**config.mk**
```make
export PLATFORM = sky130hd
export DESIGN_NAME = pc_sequencer_flat
export DESIGN_NICKNAME = d
export VERILOG_FILES = /design/src/rtl/seq_pkg.sv /design/src/rtl/pc_sequencer_if.sv /design/src/rtl/seq_ras.sv /design/src/rtl/pc_sequencer.sv /design/src/flat_wrapper.sv
export SDC_FILE = /design/constraint.sdc
export NUM_CORES = 1
export LEC_CHECK = 0
export CELL_PAD_IN_SITES_DETAIL_PLACEMENT = 1
export CELL_PAD_IN_SITES_GLOBAL_PLACEMENT = 1
export CORE_MARGIN = 2
export CORE_UTILIZATION = 43
export CTS_BUF_LIST = sky130_fd_sc_hd__clkbuf_16
export DETAILED_ROUTE_END_ITERATION = 6
export GPL_ROUTABILITY_DRIVEN = 0
export GPL_TIMING_DRIVEN = 0
export PLACE_DENSITY = 0.83
export SYNTH_ARGS = -nofsm -noshare
export SYNTH_HDL_FRONTEND = slang
export SYNTH_SLANG_ARGS = --single-unit
```
**constraint.sdc**
```tcl
create_clock -name clk -period 2.35 [get_ports clk]
set_input_delay 0.235 -clock clk [delete_from_list [all_inputs] [get_ports clk]]
set_output_delay 0.235 -clock clk [all_outputs]
set_load 0.05 [all_outputs]
```
**src/rtl/seq_pkg.sv**
```systemverilog
// Shared definitions for the program sequencer: operation encoding,
// control priority resolution and sign extension of branch offsets.
package seq_pkg;

    typedef enum logic [1:0] {
        SEQ_NEXT   = 2'd0,
        SEQ_BRANCH = 2'd1,
        SEQ_CALL   = 2'd2,
        SEQ_RET    = 2'd3
    } seq_op_e;

    // Resolve raw controls to one operation: ret > call > taken branch > sequential.
    function automatic seq_op_e seq_resolve(input logic ret, input logic call,
                                            input logic cond, input logic zero);
        if (ret) begin
            return SEQ_RET;
        end
        if (call) begin
            return SEQ_CALL;
        end
        if (cond && zero) begin
            return SEQ_BRANCH;
        end
        return SEQ_NEXT;
    endfunction

    // Sign-extend the low w bits of val to 64 bits; callers truncate to their width.
    function automatic logic [63:0] seq_sext(input logic [63:0] val, input int unsigned w);
        logic [63:0] t;
        t = val << (64 - w);
        return 64'($signed(t) >>> (64 - w));
    endfunction

endpackage

```
**src/rtl/pc_sequencer_if.sv**
```systemverilog
// Control/status bundle between the instruction decoder and the sequencer.
// err_clr/err exist only when SEQ_STACK_ERR_EN is defined.
interface pc_sequencer_if #(
    parameter int unsigned ADDR_W      = 8,
    parameter int unsigned OFF_W       = 8,
    parameter int unsigned STACK_DEPTH = 4
);
    localparam int unsigned DEPTH_W = $clog2(STACK_DEPTH + 1);

    logic               en;
    logic               cond;
    logic               zero;
    logic               call;
    logic               ret;
    logic [OFF_W-1:0]   offset;
    logic [ADDR_W-1:0]  pc;
    logic [ADDR_W-1:0]  ret_addr;
    logic [DEPTH_W-1:0] depth;
    logic               full;
    logic               empty;
`ifdef SEQ_STACK_ERR_EN
    logic               err_clr;
    logic               err;

    modport master (output en, cond, zero, call, ret, offset, err_clr,
                    input  pc, ret_addr, depth, full, empty, err);
    modport slave  (input  en, cond, zero, call, ret, offset, err_clr,
                    output pc, ret_addr, depth, full, empty, err);
`else
    modport master (output en, cond, zero, call, ret, offset,
                    input  pc, ret_addr, depth, full, empty);
    modport slave  (input  en, cond, zero, call, ret, offset,
                    output pc, ret_addr, depth, full, empty);
`endif
endinterface

```
**src/rtl/seq_ras.sv**
```systemverilog
// Return-address stack: ring buffer plus write pointer and occupancy count.
// SEQ_STACK_ERR_EN defined: overflow/underflow are suppressed and flagged in a
// sticky err bit. Undefined: overflow overwrites the oldest entry, underflow is a no-op.
module seq_ras
    import seq_pkg::*;
#(
    parameter int unsigned ADDR_W      = 8,
    parameter int unsigned STACK_DEPTH = 4
) (
    input  logic                                  clk,
    input  logic                                  reset,
    input  logic                                  push,
    input  logic                                  pop,
    input  logic [ADDR_W-1:0]                     push_data,
`ifdef SEQ_STACK_ERR_EN
    input  logic                                  err_clr,
    output logic                                  err,
`endif
    output logic [ADDR_W-1:0]                     top,
    output logic [$clog2(STACK_DEPTH + 1)-1:0]    depth,
    output logic                                  full,
    output logic                                  empty
);
    localparam int unsigned PTR_W   = $clog2(STACK_DEPTH);
    localparam int unsigned DEPTH_W = $clog2(STACK_DEPTH + 1);
    localparam logic [PTR_W-1:0]   LAST_SLOT = PTR_W'(STACK_DEPTH - 1);
    localparam logic [DEPTH_W-1:0] FULL_CNT  = DEPTH_W'(STACK_DEPTH);

    logic [ADDR_W-1:0]  mem_q [STACK_DEPTH];
    logic [ADDR_W-1:0]  mem_d [STACK_DEPTH];
    logic [PTR_W-1:0]   ptr_q, ptr_d;
    logic [DEPTH_W-1:0] cnt_q, cnt_d;
    logic [ADDR_W-1:0]  top_q, top_d;
    logic               full_q, full_d;
    logic               empty_q, empty_d;
`ifdef SEQ_STACK_ERR_EN
    logic               err_q, err_d;
`endif

    function automatic logic [PTR_W-1:0] wrap_inc(input logic [PTR_W-1:0] p);
        return (p == LAST_SLOT) ? '0 : p + PTR_W'(1);
    endfunction

    function automatic logic [PTR_W-1:0] wrap_dec(input logic [PTR_W-1:0] p);
        return (p == '0) ? LAST_SLOT : p - PTR_W'(1);
    endfunction

    // Next stack state; ptr always names the next free (or, when full, oldest) slot.
    always_comb begin
        mem_d = mem_q;
        ptr_d = ptr_q;
        cnt_d = cnt_q;
`ifdef SEQ_STACK_ERR_EN
        err_d = err_q & ~err_clr;
`endif
        if (push) begin
            if (cnt_q == FULL_CNT) begin
`ifdef SEQ_STACK_ERR_EN
                err_d = 1'b1;
`else
                mem_d[ptr_q] = push_data;
                ptr_d        = wrap_inc(ptr_q);
`endif
            end else begin
                mem_d[ptr_q] = push_data;
                ptr_d        = wrap_inc(ptr_q);
                cnt_d        = cnt_q + DEPTH_W'(1);
            end
        end else if (pop) begin
            if (cnt_q != '0) begin
                ptr_d = wrap_dec(ptr_q);
                cnt_d = cnt_q - DEPTH_W'(1);
            end
`ifdef SEQ_STACK_ERR_EN
            else begin
                err_d = 1'b1;
            end
`endif
        end
        top_d   = (cnt_d == '0) ? '0 : mem_d[wrap_dec(ptr_d)];
        full_d  = (cnt_d == FULL_CNT);
        empty_d = (cnt_d == '0);
    end

    // Stack registers; reset clears every entry.
    always_ff @(posedge clk or negedge reset) begin
        if (!reset) begin
            for (int i = 0; i < int'(STACK_DEPTH); i++) begin
                mem_q[i] <= '0;
            end
            ptr_q   <= '0;
            cnt_q   <= '0;
            top_q   <= '0;
            full_q  <= 1'b0;
            empty_q <= 1'b1;
`ifdef SEQ_STACK_ERR_EN
            err_q   <= 1'b0;
`endif
        end else begin
            mem_q   <= mem_d;
            ptr_q   <= ptr_d;
            cnt_q   <= cnt_d;
            top_q   <= top_d;
            full_q  <= full_d;
            empty_q <= empty_d;
`ifdef SEQ_STACK_ERR_EN
            err_q   <= err_d;
`endif
        end
    end

    assign top   = top_q;
    assign depth = cnt_q;
    assign full  = full_q;
    assign empty = empty_q;
`ifdef SEQ_STACK_ERR_EN
    assign err   = err_q;
`endif

endmodule

```
**src/rtl/pc_sequencer.sv**
```systemverilog
// Program sequencer: PC register, relative branch adder and next-PC select in
// front of a return-address stack. Optional macro SEQ_STACK_ERR_EN selects a
// checked stack with sticky err/err_clr; otherwise the stack is circular.
module pc_sequencer
    import seq_pkg::*;
#(
    parameter int unsigned       ADDR_W      = 8,
    parameter int unsigned       OFF_W       = 8,
    parameter int unsigned       STACK_DEPTH = 4,
    parameter logic [ADDR_W-1:0] RESET_PC    = '0
) (
    input  logic         clk,
    input  logic         reset,
    pc_sequencer_if.slave bus
);
    localparam int unsigned DEPTH_W = $clog2(STACK_DEPTH + 1);

    logic [ADDR_W-1:0]  pc_q, pc_d;
    logic [ADDR_W-1:0]  pc_inc_c, pc_tgt_c, off_ext_c;
    logic [ADDR_W-1:0]  top_w;
    logic [DEPTH_W-1:0] depth_w;
    logic               full_w, empty_w;
    logic               push_c, pop_c;
    seq_op_e            op_c;

    // Operation select and next PC; en=0 holds everything.
    always_comb begin
        off_ext_c = ADDR_W'(seq_sext(64'(bus.offset), OFF_W));
        pc_inc_c  = pc_q + ADDR_W'(1);
        pc_tgt_c  = pc_q + off_ext_c;
        op_c      = seq_resolve(bus.ret, bus.call, bus.cond, bus.zero);
        pc_d      = pc_q;
        push_c    = 1'b0;
        pop_c     = 1'b0;
        if (bus.en) begin
            case (op_c)
                SEQ_NEXT:   pc_d = pc_inc_c;
                SEQ_BRANCH: pc_d = pc_tgt_c;
                SEQ_CALL: begin
                    push_c = 1'b1;
                    pc_d   = pc_tgt_c;
`ifdef SEQ_STACK_ERR_EN
                    if (full_w) begin
                        pc_d = pc_inc_c;
                    end
`endif
                end
                SEQ_RET: begin
                    pop_c = 1'b1;
                    if (empty_w) begin
`ifdef SEQ_STACK_ERR_EN
                        pc_d = pc_inc_c;
`else
                        pc_d = RESET_PC;
`endif
                    end else begin
                        pc_d = top_w;
                    end
                end
                default: pc_d = pc_inc_c;
            endcase
        end
    end

    // PC register.
    always_ff @(posedge clk or negedge reset) begin
        if (!reset) begin
            pc_q <= RESET_PC;
        end else begin
            pc_q <= pc_d;
        end
    end

`ifdef SEQ_STACK_ERR_EN
    logic clr_c;
    logic err_w;
    assign clr_c = bus.en & bus.err_clr;
`endif

    seq_ras #(
        .ADDR_W      (ADDR_W),
        .STACK_DEPTH (STACK_DEPTH)
    ) u_ras (
        .clk       (clk),
        .reset     (reset),
        .push      (push_c),
        .pop       (pop_c),
        .push_data (pc_inc_c),
`ifdef SEQ_STACK_ERR_EN
        .err_clr   (clr_c),
        .err       (err_w),
`endif
        .top       (top_w),
        .depth     (depth_w),
        .full      (full_w),
        .empty     (empty_w)
    );

    assign bus.pc       = pc_q;
    assign bus.ret_addr = top_w;
    assign bus.depth    = depth_w;
    assign bus.full     = full_w;
    assign bus.empty    = empty_w;
`ifdef SEQ_STACK_ERR_EN
    assign bus.err      = err_w;
`endif

endmodule

```
**src/flat_wrapper.sv**
```systemverilog
// flat-port wrapper written by rule: the top's interface ports become plain ports
module pc_sequencer_flat import seq_pkg::*;
#(
    parameter int unsigned       ADDR_W      = 8,
    parameter int unsigned       OFF_W       = 8,
    parameter int unsigned       STACK_DEPTH = 4,
    parameter logic [ADDR_W-1:0] RESET_PC    = '0
)
  (clk, reset, bus_en, bus_cond, bus_zero, bus_call, bus_ret, bus_offset, bus_pc, bus_ret_addr, bus_depth, bus_full, bus_empty);
  pc_sequencer_if #(.ADDR_W(ADDR_W), .OFF_W(OFF_W), .STACK_DEPTH(STACK_DEPTH)) bus_i ();
  input  logic clk;
  input  logic reset;
  input wire logic [$bits(bus_i.en)-1:0] bus_en;
  input wire logic [$bits(bus_i.cond)-1:0] bus_cond;
  input wire logic [$bits(bus_i.zero)-1:0] bus_zero;
  input wire logic [$bits(bus_i.call)-1:0] bus_call;
  input wire logic [$bits(bus_i.ret)-1:0] bus_ret;
  input wire logic [$bits(bus_i.offset)-1:0] bus_offset;
  output wire logic [$bits(bus_i.pc)-1:0] bus_pc;
  output wire logic [$bits(bus_i.ret_addr)-1:0] bus_ret_addr;
  output wire logic [$bits(bus_i.depth)-1:0] bus_depth;
  output wire logic [$bits(bus_i.full)-1:0] bus_full;
  output wire logic [$bits(bus_i.empty)-1:0] bus_empty;
  assign bus_i.en = bus_en;
  assign bus_i.cond = bus_cond;
  assign bus_i.zero = bus_zero;
  assign bus_i.call = bus_call;
  assign bus_i.ret = bus_ret;
  assign bus_i.offset = bus_offset;
  assign bus_pc = bus_i.pc;
  assign bus_ret_addr = bus_i.ret_addr;
  assign bus_depth = bus_i.depth;
  assign bus_full = bus_i.full;
  assign bus_empty = bus_i.empty;
  pc_sequencer #(.ADDR_W(ADDR_W), .OFF_W(OFF_W), .STACK_DEPTH(STACK_DEPTH), .RESET_PC(RESET_PC)) u_core (.clk(clk), .reset(reset), .bus(bus_i));
endmodule
```
==> impl_metrics.tcl <==
set metrics [dict create \
    status "completed" \
    critPathKind "reg2reg" \
    port_buffers 34 \
    synth_area_leaders "dfrtp_1 (45%), ha_1 (7.1%), o21ai_0 (6.5%)" \
    hold_violations 0 \
    grt_max_degree 32 \
    h-tree-depth 2 \
    rows 30 \
    cp-start-kind "flop" \
    netlist.area_leader.share 0.4483 \
    seqCellArea_um2 1383 \
    initial_core_util 0.4436 \
    tightest_slew_ps 637.0 \
    antennaDiodeCount 0 \
    setup_slack_ps 98.73 \
    pre_cts_ws_ps -596.7 \
    crit_required_ps 2500 \
    synth.yosys.seq_area_share 0.4570 \
    cp_slowest_cell "nor3_4" \
    grt_pass1_wl_mm 12.92 \
    maxSlewViolCount 0 \
    power.density_nw_per_um2 1461 \
    fin_area_um2 3791 \
    place_area_um2 3492 \
    routedWlPerCell_um 17.46 \
    clk_latency_ps 290 \
    die_w_um 87.73 \
    slowest_delay_ps 520 \
    overflow 0 \
    drtIter0Drc 136 \
    yosys_warnings 0 \
    path_cells "inv_1 -> ha_2 -> nand2b_1 -> buf_4 -> and3_1 -> o21ai_1 -> xnor2_1 -> nor3_4 -> a211oi_2" \
    synth_area_per_cell_um2 9.948 \
    io_pins 36 \
    drc_errors 0 \
    grt_pass1_vias 2581 \
    syn2layout_area_growth_pct 25.78 \
    grt.total_usage 0.2180 \
    die_area_um2 7696 \
    antenna_found_initial 0 \
    clk_pin_slew_worst_paths_ps 70 \
    finalSetupViolations 0 \
    max_freq_mhz 444.2 \
    root_buffer "clkbuf_16" \
    avgViaCountPerCell 5.458 \
    critPathCaptureType "flop" \
    die_y_um 87.73 \
    synth_area_leader_cell "dfrtp_1" \
    timing.final.crit_share 0.9580 \
    ys_types 43 \
    multi_input_comb_area_um2 1569 \
    final_common_cell "dfrtp_1" \
    synth_seq_cells 55 \
    wl_mm 7.929 \
    whs_ps 360.7 \
    setup-tns-final_ps 0 \
    cp.arrival_ps 2400 \
    netlist_area_um2 3014 \
    cts_tree "done" \
    core-area_um2 6794 \
    cts_sinks 55 \
    slew_headroom 0.5722 \
    clockBufferDepth 2 \
    ant_nets 0 \
    finalClockSkew_ps 5.764 \
    syn_inst 303 \
    cp_max_fo 9 \
    final_nets 390 \
    drive_gt1_frac 0.1536 \
    first_pass_iters 4 \
    vias 2478 \
    critPathTopFamily "simple AND/OR/NAND/NOR gates" \
    ir_worst_vdd_uv 485.0 \
    worstHoldPathType "in2reg" \
    cts_buffers 5 \
    maxCapViolCount 0 \
    fill_cells 758 \
    final_cell_mix "dfrtp_1 (50), nand2_1 (47), o21ai_0 (39)" \
    final.min_clock_period_ps 2251 \
    dp_hpwl_mm 5.680 \
    finalPower_uw 5539 \
    crit_buf_inv 2 \
    leakage_uw 0.001691 \
    syn_nets 336 \
]
## power by group
group	switching (µW)	leakage, µW	internal (µW)
Clock	340	0.0000752	395
Combinational	1890	0.000934	1250
Sequential	275	0.000682	1390
## Yosys cell counts
cell	instances
dfrtp_1	54
nand2_1	47
o21ai_0	39
ha_1	17
a21oi_1	13
mux2i_1	13
xnor2_1	10
nor2_1	9
inv_1	8
mux2_2	8
and3_1	6
nand3_1	6
nor2b_1	6
a211oi_1	5
clkbuf_1	5
buf_2	4
nand2b_1	4
nor3_1	4
xor2_1	4
a211oi_2	3
a21o_1	3
a221oi_1	3
a31oi_1	3
buf_6	3
o21ai_1	3
a22oi_1	2
a311oi_1	2
o211ai_1	2
o21bai_1	2
or2_0	2
a21oi_4	1
a31o_2	1
and3b_1	1
buf_8	1
dfstp_2	1
fa_1	1
nand3b_1	1
nand4_1	1
nor3_2	1
nor3b_1	1
o211ai_2	1
or2_2	1
or3_1	1
## per-stage QoR
stage	instances	utilization
6_report	454	0.5580
5_1_grt	454	0.5580
4_1_cts	448	0.5444
3_5_place_dp	434	0.5140
3_3_place_gp	433	0.5118
2_1_floorplan	303	-
## final timing paths
path | startpoint | slack (ps) | depth (start not counted) | to
setup / recovery | u_core.u_ras.depth[0]$_DFF_PN0_ | 100 | 9 | u_core.u_ras.top[7]$_DFF_PN0_
hold / removal | bus_en | 360 | 5 | u_core.bus.pc[7]$_DFFE_PN0P_
setup reg to reg | u_core.u_ras.depth[0]$_DFF_PN0_ | 100 | 9 | u_core.u_ras.top[7]$_DFF_PN0_
max in group asynchronous | reset | 1280 | 3 | u_core.bus.pc[1]$_DFFE_PN0P_
min in group asynchronous | reset | 480 | 2 | u_core.u_ras.depth[1]$_DFF_PN0_
hold reg to reg | u_core.u_ras.mem_q[30]$_DFF_PN0_ | 480 | 2 | u_core.u_ras.mem_q[30]$_DFF_PN0_
## per-layer routing
| layer | track usage | wire, µm |
|---|---|---|
| met1 | 0.2856 | 3530 |
| met3 | 0.03299 | 268 |
| met5 | 0 | 0 |
| met2 | 0.3788 | 4041 |
| met4 | 0.05594 | 89 |
## logic make-up after synthesis
family	count (synthesis)	share of synthesized area
AOI/OAI and AO/OA	83	0.1719
buffers and inverters	21	0.03902
DFF	55	0.4570
xor gates and xnor gates	14	0.04068
muxes	21	0.07306
adders and majority gates	18	0.07721
and+or+nand+nor	91	0.1411
## sequential cells by signal, summed over array words and instances, names as in the netlist
name	cells
u_core.u_ras.mem_q	32
u_core.u_ras.depth	3
u_core.u_ras.empty	1
u_core.u_ras.full	1
u_core.u_ras.top	8
u_core.u_ras.ptr_q	2
u_core.bus.pc	8
## tightest hold or removal path, cell delays in order
cell and delay (ps):
buf_6 110, nor2_1 80, a31oi_1 60, nand2_1 50, o21ai_0 70
## final cells by class
| type | count | area share |
|---|---|---|
| buffer | 13 | 0.02475 |
| clock buffer | 5 | 0.03300 |
| clock inverter | 3 | 0.005611 |
| inverter | 8 | 0.007921 |
| multi-input combinational | 227 | 0.4139 |
| sequential | 55 | 0.3647 |
| tap | 96 | 0.03168 |
| timing repair buffer | 47 | 0.1185 |
## repair_timing
action	4_1_cts	5_1_grt
pin swaps	3	2
endpoints found under the hold margin	23	0
setup endpoints to repair	11	11
resized for setup	4	11
buffers inserted	5	6
hold buffers	1	0
(Power assumes the default switching activity.)
